File: config.mk
export PLATFORM = sky130hd
export DESIGN_NAME = hp_manager
export DESIGN_NICKNAME = d
export VERILOG_FILES = /design/src/rtl/hp_manager.sv
export SDC_FILE = /design/constraint.sdc
export NUM_CORES = 1
export LEC_CHECK = 0
export CAP_MARGIN = 25
export CORE_MARGIN = 2
export CORE_UTILIZATION = 40
export DETAILED_ROUTE_END_ITERATION = 16
export PLACE_DENSITY = 0.62
export SYNTH_ARGS = -nofsm -noshare
export SYNTH_HDL_FRONTEND = slang
export SYNTH_SLANG_ARGS = --single-unit
File: constraint.sdc
create_clock -name CLK -period 2.4 [get_ports CLK]
set_input_delay 0.24 -clock CLK [delete_from_list [all_inputs] [get_ports CLK]]
set_output_delay 0.24 -clock CLK [all_outputs]
set_load 0.02 [all_outputs]
File: src/rtl/hp_manager.sv
// ============================================================================
// hp_manager : hit-point bookkeeping and win/lose verdict for the battle game.
// Optional HP_COMBO_EN: doubled damage from the third consecutive GOOD entry.
// Revision  : 1.0
// ============================================================================
`default_nettype none

module hp_manager #(
   parameter int HP_MAX = 5,
   parameter int HP_W   = 3,
   parameter int DMG    = 1
) (
   input  logic            CLK,
   input  logic            RST_N,
   input  logic [3:0]      STATE,
   output logic [1:0]      HP_OUT,
   output logic [HP_W-1:0] HP_SELF,
   output logic [HP_W-1:0] HP_OPP,
   output logic            HIT
);

   // Two spare bits so that 2*DMG and the comparisons never overflow.
   localparam int CW = HP_W + 2;

   localparam logic [3:0] ST_READY = 4'b0010;
   localparam logic [3:0] ST_DRAW  = 4'b0110;
   localparam logic [3:0] ST_GOOD  = 4'b1000;
   localparam logic [3:0] ST_OUCH  = 4'b1001;
   localparam logic [3:0] ST_WIN   = 4'b1010;
   localparam logic [3:0] ST_LOSE  = 4'b1011;

   localparam logic [1:0] V_NONE = 2'b00;
   localparam logic [1:0] V_WIN  = 2'b01;
   localparam logic [1:0] V_LOSE = 2'b10;

   localparam logic [HP_W-1:0] C_HP_MAX = HP_W'(HP_MAX);
   localparam logic [CW-1:0]   C_DMG    = CW'(DMG);
`ifdef HP_COMBO_EN
   localparam logic [CW-1:0]   C_DMG2   = CW'(2 * DMG);
`endif

   logic [3:0]      prev;
   logic [HP_W-1:0] hp_self;
   logic [HP_W-1:0] hp_opp;
   logic [1:0]      verdict;
   logic            hit;

   logic [HP_W-1:0] self_nxt;
   logic [HP_W-1:0] opp_nxt;
   logic [1:0]      verdict_nxt;
   logic            hit_nxt;
   logic            entry;
   logic            refill;
   logic [CW-1:0]   dmg_good;

`ifdef HP_COMBO_EN
   logic [1:0]      streak;
   logic [1:0]      streak_nxt;
`endif

   function automatic logic [HP_W-1:0] sat_sub(input logic [HP_W-1:0] hp,
                                               input logic [CW-1:0]   d);
      logic [CW-1:0] ext;
      ext = CW'(hp);
      if (ext <= d) return '0;
      return HP_W'(ext - d);
   endfunction

   // Draw damage never knocks a player out; a dead value (unreachable) stays put.
   function automatic logic [HP_W-1:0] floor_sub(input logic [HP_W-1:0] hp,
                                                 input logic [CW-1:0]   d);
      logic [CW-1:0] ext;
      ext = CW'(hp);
      if (hp == '0) return '0;
      if (ext > d)  return HP_W'(ext - d);
      return HP_W'(1);
   endfunction

   always_comb begin
      entry  = (STATE != prev) &&
               ((STATE == ST_GOOD) || (STATE == ST_OUCH) || (STATE == ST_DRAW));
      refill = ((prev == ST_WIN) || (prev == ST_LOSE)) && (STATE == ST_READY);
`ifdef HP_COMBO_EN
      dmg_good = (streak >= 2'd2) ? C_DMG2 : C_DMG;
`else
      dmg_good = C_DMG;
`endif
   end

   always_comb begin
      self_nxt    = hp_self;
      opp_nxt     = hp_opp;
      verdict_nxt = verdict;
      hit_nxt     = 1'b0;
`ifdef HP_COMBO_EN
      streak_nxt  = streak;
`endif
      if (refill) begin
         self_nxt    = C_HP_MAX;
         opp_nxt     = C_HP_MAX;
         verdict_nxt = V_NONE;
`ifdef HP_COMBO_EN
         streak_nxt  = 2'd0;
`endif
      end else if (entry && (verdict == V_NONE)) begin
         case (STATE)
            ST_GOOD: begin
               opp_nxt = sat_sub(hp_opp, dmg_good);
               if (opp_nxt == '0) verdict_nxt = V_WIN;
`ifdef HP_COMBO_EN
               if (streak != 2'd3) streak_nxt = streak + 2'd1;
`endif
            end
            ST_OUCH: begin
               self_nxt = sat_sub(hp_self, C_DMG);
               if (self_nxt == '0) verdict_nxt = V_LOSE;
`ifdef HP_COMBO_EN
               streak_nxt = 2'd0;
`endif
            end
            default: begin
               self_nxt = floor_sub(hp_self, C_DMG);
               opp_nxt  = floor_sub(hp_opp, C_DMG);
`ifdef HP_COMBO_EN
               streak_nxt = 2'd0;
`endif
            end
         endcase
         hit_nxt = (self_nxt != hp_self) || (opp_nxt != hp_opp);
      end
   end

   always_ff @(posedge CLK or negedge RST_N) begin
      if (!RST_N) begin
         prev    <= ST_READY;
         hp_self <= C_HP_MAX;
         hp_opp  <= C_HP_MAX;
         verdict <= V_NONE;
         hit     <= 1'b0;
`ifdef HP_COMBO_EN
         streak  <= 2'd0;
`endif
      end else begin
         prev    <= STATE;
         hp_self <= self_nxt;
         hp_opp  <= opp_nxt;
         verdict <= verdict_nxt;
         hit     <= hit_nxt;
`ifdef HP_COMBO_EN
         streak  <= streak_nxt;
`endif
      end
   end

   assign HP_OUT  = verdict;
   assign HP_SELF = hp_self;
   assign HP_OPP  = hp_opp;
   assign HIT     = hit;

endmodule

`default_nettype wire

After elaboration in Yosys (flattened, before gate mapping)
Index checks and enable logic that the tools add are counted.

word-level totals
  flip-flop bits (word level) = 13
  input port bits = 6
  output and inout port bits = 9
  word-level logic and storage cells = 99

operators by class
  add/sub/neg operators = 2
  $lt $le $gt $ge = 4
  equal/unequal tests = 11
  mux-type cells = 61
  reduce and logical (&&, ||, !) cells = 16

operators by type and width
  kind                 count
  $mux 3               26
  $mux 1               28
  $eq 4x4->1 const B   4
  $logic_not 3->1      4
  $pmux 3 s2           2
  $mux 2               4
  $gt 3x1->1 const B   2
  $le 3x1->1 const B   2
  $ne 3x2->1 const B   2
  $ne 3x3->1           2
  $sub 3x1->3 const B  2
  $eq 4x2->1 const B   1
  $eq 4x3->1 const B   1
  $logic_or 1x1->1     4
  $ne 4x4->1           1
  $pmux 2 s2           1
  $reduce_and 4->1     1
  $logic_and 1x1->1    3
  $reduce_bool 3->1    1
  $logic_not 2->1      1
  $reduce_bool 2->1    1
  $reduce_or 2->1      1

Longest topological paths before layout
Gate-level depths: netlist of the first run.

  depth after elaboration = 20
  gate-level depth with buffers = 8
  gate-level depth less buffers = 7

Worst setup path before layout of the first run
Ideal clock, no wire load.

  path kind = flip-flop to flip-flop
  start = reg hp_opp[0], in the netlist HP_OPP[0]
  end = reg hit, in the netlist HIT
  setup time = 134 ps
  arrival = 2,020 ps
  required time = 2,266 ps
  path slack = 246 ps
  cell stages (with the launch flop) = 8
  buffers on the path = 1
  period minus slack after synthesis = 2,154 ps
  path through = dfstp_2 -> clkbuf_1 -> inv_1 -> ha_1 -> nor4_1 -> a221oi_1 -> a2111oi_2 -> a21boi_1

between the ends
  word-level cells in the longest chain between the ends = 16
  elaborated cells on any way between the ends = 31
  classes of those cells = add/sub: 1; order compare: 2; eq/ne: 1; mux: 25; reduce/logical: 2

ends and longest elaborated chain
  item                      line  text
  start: declaration        44    logic [HP_W-1:0] hp_opp;
  start signal: assignment  146   hp_opp <= opp_nxt;
  $le 3x1->1                65    if (ext <= d) return '0;
  $mux 1                    65
  $mux 1                    106   case (STATE)
  $mux 1                    105   end else if (entry && (verdict == V_NONE)) begin
  $mux 1                    98    if (refill) begin
  $mux 3                    66    return HP_W'(ext - d);
  $mux 3                    106
  $mux 3                    105
  $mux 3                    98
  $pmux 3 s2                106
  $mux 3                    105
  $mux 3                    98
  $ne 3x3->1 *              129   hit_nxt = (self_nxt != hp_self) || (opp_nxt != hp_opp);
  $logic_or 1x1->1 *        129
  $mux 1 *                  105
  $mux 1 *                  98
  via hit_nxt               51    logic hit_nxt;
  end signal: assignment    148   hit <= hit_nxt;
  end: declaration          46    logic hit;

The timed path passes the listed nets; every way through them passes the cells marked *. The select of a mux whose other input is x is not followed.
A chain may end at the register's enable or synchronous reset.

Worst setup path in the final report of the first run
Same ends and word-level chain as after synthesis.

==> results of run 1 <==
logic make-up (layout without fill, tap and decap cells):
kind of cell	Yosys count	in the layout	synth area share (%)
adders and majority gates	5	5	6.120
xor gates and xnor gates	5	5	4.284
buffers and inverters	15	29	6.120
DFF	13	13	32.44
muxes	1	1	0.9792
AOI/OAI and AO/OA	40	40	27.17
and+or+nand+nor	35	35	22.89
flip-flops by register name, indices dropped and copies added (netlist names):
| signal | count |
|---|---|
| HP_OUT | 2 |
| HP_SELF | 3 |
| HP_OPP | 3 |
| HIT | 1 |
| prev | 4 |
routing by layer:
layer,vias up,GRT usage [%],share of wire [%]
li1,455,-,-
met1,452,24.66,48
met5,-,0,0
met4,0,8.750,1.2
met2,21,29.12,47
met3,4,2.459,3.5
through the flow:
step / hold WS [ns] / setup WS [ns]
floorplan: -0.05559 / 0.2459
global placement: 0.5786 / 0.1972
detailed placement: 0.5853 / 0.2047
CTS: 0.3537 / 0.2858
global route: 0.3867 / 0.1506
finish: 0.3327 / 0.2613
worst reg2reg max path, cell delays in order, from the launching register on:
cell       delay (ns)
dfstp_2          0.63
inv_1            0.10
ha_1             0.25
nor4_1           0.40
a221oi_1         0.16
a2111oi_2        0.36
a21boi_1         0.11
power groups by stage:
stage	clock network (mW)	registers (mW)	logic, mW
2_1_floorplan	0	0.457	0.595
3_3_place_gp	0	0.459	0.849
3_5_place_dp	0	0.462	0.858
4_1_cts	0.145	0.458	0.862
5_1_grt	0.155	0.477	0.948
6_report	0.139	0.458	0.863
Yosys cell counts (4+ instances only):
master    number  area (µm²)
a21oi_1        9       45.04
nand2_1        5       18.77
nor2b_1        4       25.02
nor2_1         5       18.77
clkbuf_1       5       18.77
dfstp_2        5       131.4
ha_1           5       62.56
o21ai_0        6       30.03
inv_1          6       22.52
dfrtp_1        8       200.2
xor2_1         5       43.79
a31oi_1        4       25.02
layout make-up:
| type | count | area, µm² |
|---|---|---|
| Clock buffer | 4 | 26.28 |
| Fill cell | 235 | 1231 |
| Multi-Input combinational cell | 86 | 628.1 |
| Inverter | 6 | 22.52 |
| Timing Repair Buffer | 19 | 177.7 |
| Sequential cell | 13 | 331.6 |
| Tap cell | 30 | 37.54 |
worst min path at each step:
| stage | depth (start not counted) | slack (ns) | to |
|---|---|---|---|
| finish | 1 | 0.33 | prev[0] |
| global route | 1 | 0.39 | prev[0] |
| CTS | 1 | 0.35 | prev[0] |
| global placement | 2 | 0.58 | HP_SELF[0] |
| floorplan | 0 | -0.06 | HIT |
| detailed placement | 2 | 0.59 | HP_SELF[0] |
==> impl_metrics.yaml, run 1 <==
power:
  irDropWorstVdd_uv: 544.1
  power_density_mw_per_mm2: 1193
  p_total_mw: 1.459
  p_int_mw: 0.7979
  sw_frac_of_total_pct: 45.33
  p_clk_share_pct: 9.5
  seqPwrFrac_pct: 31.4
  cellLeakagePower_nw: 0.4678
  power_switching_mw: 0.6616
  comb_power_share_pct: 59.1
worst_setup_path:
  reg2reg_to: "HIT"
  crit_path_max_incr_delay_ns: 0.63
  endpoint: "HIT"
  critPathArrivalTime_ns: 2.30
  crit_cells: 6
  crit_start: "HP_OPP[0]"
  crit_path_max_fanout: 10
  cp_num_buf_inv: 1
  setup.worst_path.class: "reg2reg"
  cp_top_family: "flip-flops"
  crit_path_top_delay_cell: "dfstp_2"
  r2r_slack_ns: 0.26
  worstSetupEndpointType: "flop"
  crit_path_cell_trace: "inv_1, ha_1, nor4_1, a221oi_1, a2111oi_2, a21boi_1"
  rr_startpoint: "HP_OPP[0]"
  r2r_cells: 6
  critPathRequiredTime_ns: 2.56
  cp-start-kind: "flop"
timing:
  fmax_mhz: 467.6
  setup_viol: 0
  clock_skew_ns: 0.01045
  tns_ns: 0
  finalCritPeriodShare_pct: 89.11
  slew_headroom_pct: 58.98
  drv_slew: 0
  finalHoldViolCount: 0
  tightest_slew_ns: 0.6133
  min_period_ns: 2.139
  grt_setup_unrepaired: "no"
cells_and_area:
  layout_commonest_cell: "clkdlybuf4s50_1"
  final_cell_mix: "14 x clkdlybuf4s50_1, 9 x a21oi_1, 8 x dfrtp_1"
  drive_gt1_share_pct: 16.41
  fin_area_mm2: 0.001224
  finish.utilization_pct: 49.85
  syn_to_final_growth_pct: 19.71
  n_antenna_cell: 0
  fin_nets: 140
  fin_cells: 158
yosys:
  ys_types: 46
  synth_edf_count: 0
  synth.avg_cell_area_um2: 8.967
  synthesis.nets: 125
  synth_area_mm2: 0.001022
  synth-seq-cells: 13
  synth_ff_type: "dfrtp_1"
  synthArstFlopShare_pct: 100.0
  yosysSeqAreaShare_pct: 32.44
  ys_warn_count: 0
  postSynthCellCount: 114
drt:
  wl_per_cell_um: 14.99
  ant_nets: 0
  post_drt_via_cell_ratio: 5.899
  drc: 0
  wl_um: 2369
  drtIter0Drc: 25
  first_pass_iters: 4
  vias: 932
global_route:
  grt_pass1_vias: 864
  grt_max_degree: 14
  antenna_found_initial: 0
  grt_pass1_wl_um: 3864
  grt.total_usage_pct: 18.39
  globalRoute.totalOverflow: 0
die:
  io_pins: 15
  die_w_um: 54.55
  initial_core_util_pct: 41.64
  fp.dieH_um: 54.55
  core_mm2: 0.002455
  die_area_mm2: 0.002976
  rows: 18
clock_network:
  cts.sinks: 13
  clockBufferDepth: 2
  cts_resized: 0
  htree_levels: 1
  cts_inserted_buffers: 3
  root_buffer: "clkbuf_4"
  cts_hold_buf: 0
  tritoncts: "done"
  clkTransAtPathRegs_ns: 0.09
  cts_setup_buffers: 0
  clock_latency_ns: 0.28
worst_hold_path:
  hold_path_class: "in2async"
placed_design:
  port_buffers: 14
  routabilityCongestion: 0.8761
  place_hpwl_um: 1746
  dp_cells: 154
  placed_cell_area_mm2: 0.001197
flow_run:
  cap_violations: 0
run_status:
  status: "finished clean"
No activity file was read; power rests on OpenSTA's default activity.
==> run 2: changes to the inputs <==
Settings changed: CTS_BUF_LIST set to sky130_fd_sc_hd__clkbuf_16, SETUP_SLACK_MARGIN set to 0.02.
==> run 2 against run 1 <==
Critical path depth unchanged. First-iteration DRC count shrank 24%. Sequential power about the same. Largest power group unchanged. Via count up 1.9%.
==> impl_metrics.yaml, run 2 (synthesis results as in run 1) <==
run_status:
  status: "finished clean"
timing:
  finalCritPeriodShare_pct: 88.75
  grt_setup_unrepaired: "no"
  tightest_slew_ns: 0.6337
  clock_skew_ns: 0.006956
  fmax_mhz: 469.5
  min_period_ns: 2.130
  drv_slew: 0
  slew_headroom_pct: 57.62
  tns_ns: 0
  setup_ws_ns: 0.2699
  finalHoldViolCount: 0
  setup_viol: 0
clock_network:
  htree_levels: 1
  clock_latency_ns: 0.25
  tritoncts: "done"
  cts.sinks: 13
  clkTransAtPathRegs_ns: 0.05
  cts_inserted_buffers: 3
  root_buffer: "clkbuf_16"
  clockBufferDepth: 2
  cts_resized: 0
  cts_hold_buf: 0
  cts_setup_buffers: 0
drt:
  vias: 950
  ant_nets: 0
  first_pass_iters: 4
  drc: 0
  wl_um: 2447
  wl_per_cell_um: 15.49
  drtIter0Drc: 19
  post_drt_via_cell_ratio: 6.013
worst_setup_path:
  critPathArrivalTime_ns: 2.25
  r2r_slack_ns: 0.27
  setup.worst_path.class: "reg2reg"
  cp-start-kind: "flop"
  crit_path_max_fanout: 10
  critPathRequiredTime_ns: 2.52
  r2r_cells: 6
  worstSetupEndpointType: "flop"
die:
  io_pins: 15
  core_mm2: 0.002455
  rows: 18
  initial_core_util_pct: 41.64
  fp.dieH_um: 54.55
  die_w_um: 54.55
  die_area_mm2: 0.002976
flow_run:
  cap_violations: 0
global_route:
  use_met2_pct: 30.52
  grtUsageMet1_pct: 23.98
  grt_pass1_wl_um: 3919
  grt_pass1_vias: 867
  antenna_found_initial: 0
  grt_max_degree: 14
  top_usage_layer: "met2"
  globalRoute.totalOverflow: 0
  grt.total_usage_pct: 18.56
  met3_usage_pct: 3.279
cells_and_area:
  layout_commonest_cell: "clkdlybuf4s50_1"
  drive_gt1_share_pct: 16.41
  syn_to_final_growth_pct: 24.85
  fin_nets: 140
  n_antenna_cell: 0
  regMostFlops: "prev"
  final_cell_mix: "14 x clkdlybuf4s50_1, 9 x a21oi_1, 8 x dfrtp_1"
  largest_reg_flops: 4
  finish.utilization_pct: 51.99
power:
  power_density_mw_per_mm2: 1286
  cellLeakagePower_nw: 0.4951
  irDropWorstVdd_uv: 681.3
placed_design:
  port_buffers: 14
  place_ws_ns: 0.2047
  routabilityCongestion: 0.8761
  place_hpwl_um: 1746
worst_hold_path:
  hold_path_class: "in2async"
==> run 2: cell types whose count changed in the layout (fill, tap and decap cells not counted), sizes merged <==
cell,before,now
inv,6,7
clkbuf,4,3
==> run 2: metrics by stage <==
| step | hold slack [ns] | power (mW) | area, µm² | instances |
|---|---|---|---|---|
| floorplan | -0.05559 | 1.052 | 1022 | 114 |
| global placement | 0.5786 | 1.308 | 1197 | 154 |
| detailed placement | 0.5853 | 1.319 | 1197 | 154 |
| CTS | 0.4061 | 1.645 | 1276 | 158 |
| global route | 0.4446 | 1.757 | 1276 | 158 |
| finish | 0.3863 | 1.641 | 1276 | 158 |
==> run 2: final cells by class <==
cell class | instances | area [µm²]
clock inverter | 1 | 3.754
tap | 30 | 37.54
clock buffer | 3 | 75.07
multi-input combinational | 86 | 628.1
sequential | 13 | 331.6
inverter | 6 | 22.52
timing repair buffer | 19 | 177.7
fill | 232 | 1179
==> run 2: worst paths after layout <==
kind / start / endpoint
max reg2reg: HP_OPP[0] / HIT
min in group CLK: STATE[1] / prev[1]
min: RST_N / prev[0]
min reg2reg: HP_OUT[0] / HP_OUT[0]
max: HP_OPP[0] / HIT
max in group asynchronous: RST_N / prev[2]
==> run 2: report_power, final <==
| group | total (mW) | internal (mW) | switching (mW) |
|---|---|---|---|
| registers | 0.460 | 0.314 | 0.146 |
| logic | 0.865 | 0.420 | 0.444 |
| clock network | 0.316 | 0.220 | 0.0963 |
==> run 2: routing by layer <==
layer | share of wire, % | routed length (µm)
met1 | 45 | 1113
met2 | 48 | 1184
met3 | 5.0 | 122
met4 | 1.1 | 27
met5 | 0 | 0
==> run 2: worst max-delay path, stage by stage, from the launching register on <==
cell,delay (ns)
dfstp_2,0.62
inv_1,0.10
ha_1,0.24
nor4_1,0.41
a221oi_1,0.16
a2111oi_2,0.36
a21boi_1,0.11
==> run 3: changes to the inputs <==
Settings changed: GPL_TIMING_DRIVEN set to 0.
==> run 3 against run 2 <==
Clock-buffer cell count unchanged. Sequential share of layout area about the same. Final cell count up 1.9%. Flip-flop and latch count unchanged. Worst setup slack better by 0.0036 ns. Sequential power down 13%. Register-to-register slack about the same. Non-clock buffer count up 3. Core utilization down 0.051 points. Clock skew down 0.00074 ns. Via count up 2.3%. Critical path type unchanged. Largest power group unchanged. Highest routed layer unchanged.
==> impl_metrics.yaml, run 3 (synthesis results as in run 1) <==
die:
  fp.dieH_um: 54.55
  io_pins: 15
  initial_core_util_pct: 41.64
  rows: 18
  die_w_um: 54.55
  die_area_mm2: 0.002976
  core_mm2: 0.002455
placed_design:
  routabilityCongestion: 0.8598
  place_ws_ns: 0.03801
  place_hpwl_um: 1830
  port_buffers: 14
drt:
  drtIter0Drc: 13
  wl_um: 2465
  ant_nets: 0
  first_pass_iters: 4
  wl_per_cell_um: 15.31
  post_drt_via_cell_ratio: 6.037
  vias: 972
  drc: 0
cells_and_area:
  fin_nets: 143
  final_cell_mix: "14 x clkdlybuf4s50_1, 9 x a21oi_1, 8 x dfrtp_1"
  largest_reg_flops: 4
  regMostFlops: "prev"
  drive_gt1_share_pct: 14.50
  syn_to_final_growth_pct: 24.72
  n_antenna_cell: 0
  layout_commonest_cell: "clkdlybuf4s50_1"
worst_setup_path:
  setup.worst_path.class: "reg2reg"
  critPathRequiredTime_ns: 2.51
  worstSetupEndpointType: "flop"
  critPathArrivalTime_ns: 2.24
  crit_path_cell_trace: "inv_1, ha_1, nor4_1, a221oi_1, a2111oi_2, a21boi_1"
  crit_path_max_incr_delay_ns: 0.61
  crit_path_top_delay_cell: "dfstp_2"
  cp-start-kind: "flop"
  crit_path_max_fanout: 10
clock_network:
  cts.sinks: 13
  clockBufferDepth: 2
  cts_hold_buf: 0
  clock_latency_ns: 0.24
  tritoncts: "done"
  root_buffer: "clkbuf_16"
  htree_levels: 1
  cts_setup_buffers: 0
  clkTransAtPathRegs_ns: 0.05
  cts_resized: 0
  cts_inserted_buffers: 3
global_route:
  grt_pass1_wl_um: 3981
  antenna_found_initial: 0
  grt_pass1_vias: 876
  grt_max_degree: 14
  grt.total_usage_pct: 18.71
  globalRoute.totalOverflow: 0
timing:
  setup_viol: 0
  min_period_ns: 2.127
  tightest_slew_ns: 0.6447
  setup_ws_ns: 0.2735
  grt_setup_unrepaired: "no"
  finalCritPeriodShare_pct: 88.60
  drv_slew: 0
  clock_skew_ns: 0.006212
  finalHoldViolCount: 0
  fmax_mhz: 470.3
  slew_headroom_pct: 56.41
  tns_ns: 0
flow_run:
  cap_violations: 0
power:
  irDropWorstVdd_uv: 748.1
  cellLeakagePower_nw: 0.4894
  power_density_mw_per_mm2: 1288
worst_hold_path:
  hold_path_class: "in2async"
run_status:
  status: "finished clean"
run 3: cell count changes in the layout (fill, tap and decap cells not counted):
cell / before / now
buf_1: 0 / 1
clkbuf_1: 0 / 4
buf_2: 0 / 2
buf_4: 5 / 1
run 3: area by class of cell:
type | instances | area (µm²)
inverter | 6 | 22.52
clock buffer | 3 | 75.07
sequential | 13 | 331.6
clock inverter | 1 | 3.754
multi-input combinational | 86 | 628.1
fill | 231 | 1180
buffer | 8 | 36.28
tap | 30 | 37.54
timing repair buffer | 14 | 140.1
run 3: worst max-delay path: cells and delay by family, from the launching register on:
kind	cells	cell delay [ns]
adder cells (fa/ha/maj)	1	0.24
AO/OA/AOI/OAI	3	0.62
buffers and inverters	1	0.10
AND/OR/NAND/NOR	1	0.41
flip-flops	1	0.61
run 3: where the power goes:
part / switching, mW / internal, mW / total, mW
registers: 0.0889 / 0.313 / 0.402
clock network: 0.0859 / 0.219 / 0.305
logic: 0.510 / 0.426 / 0.936
run 3: path summary, 6_finish.rpt:
| kind | start | to | slack [ns] | cells past startpoint |
|---|---|---|---|---|
| worst max-delay path | HP_OPP[0] | HIT | 0.27 | 6 |
| worst min-delay path | RST_N | HIT | 0.40 | 1 |
| worst max register to register | HP_OPP[0] | HIT | 0.27 | 6 |
| worst min register to register | HP_SELF[0] | HP_SELF[0] | 0.59 | 2 |
| max in group asynchronous | RST_N | prev[0] | 1.58 | 1 |
| min in group CLK | STATE[0] | prev[0] | 0.52 | 1 |
run 3: per-stage QoR:
stage	cell area, µm²	total power, mW	std cells	hold WS (ns)	util, %
after global placement	1200	1.310	158	0.5762	48.88
after floorplan	1022	1.052	114	-0.05559	-
final	1275	1.643	161	0.3973	51.94
after CTS	1279	1.656	162	0.4087	52.09
after global routing	1275	1.773	161	0.4386	51.94
after detailed placement	1200	1.337	158	0.5791	48.88
run 3: metal layers:
metal | GRT usage [%] | part of all wire, % | vias up
li1 | - | - | 471
met1 | 24.83 | 44 | 471
met4 | 4.583 | 1.5 | 0
met2 | 30.12 | 49 | 26
met5 | 0 | 0 | -
met3 | 4.918 | 4.8 | 4
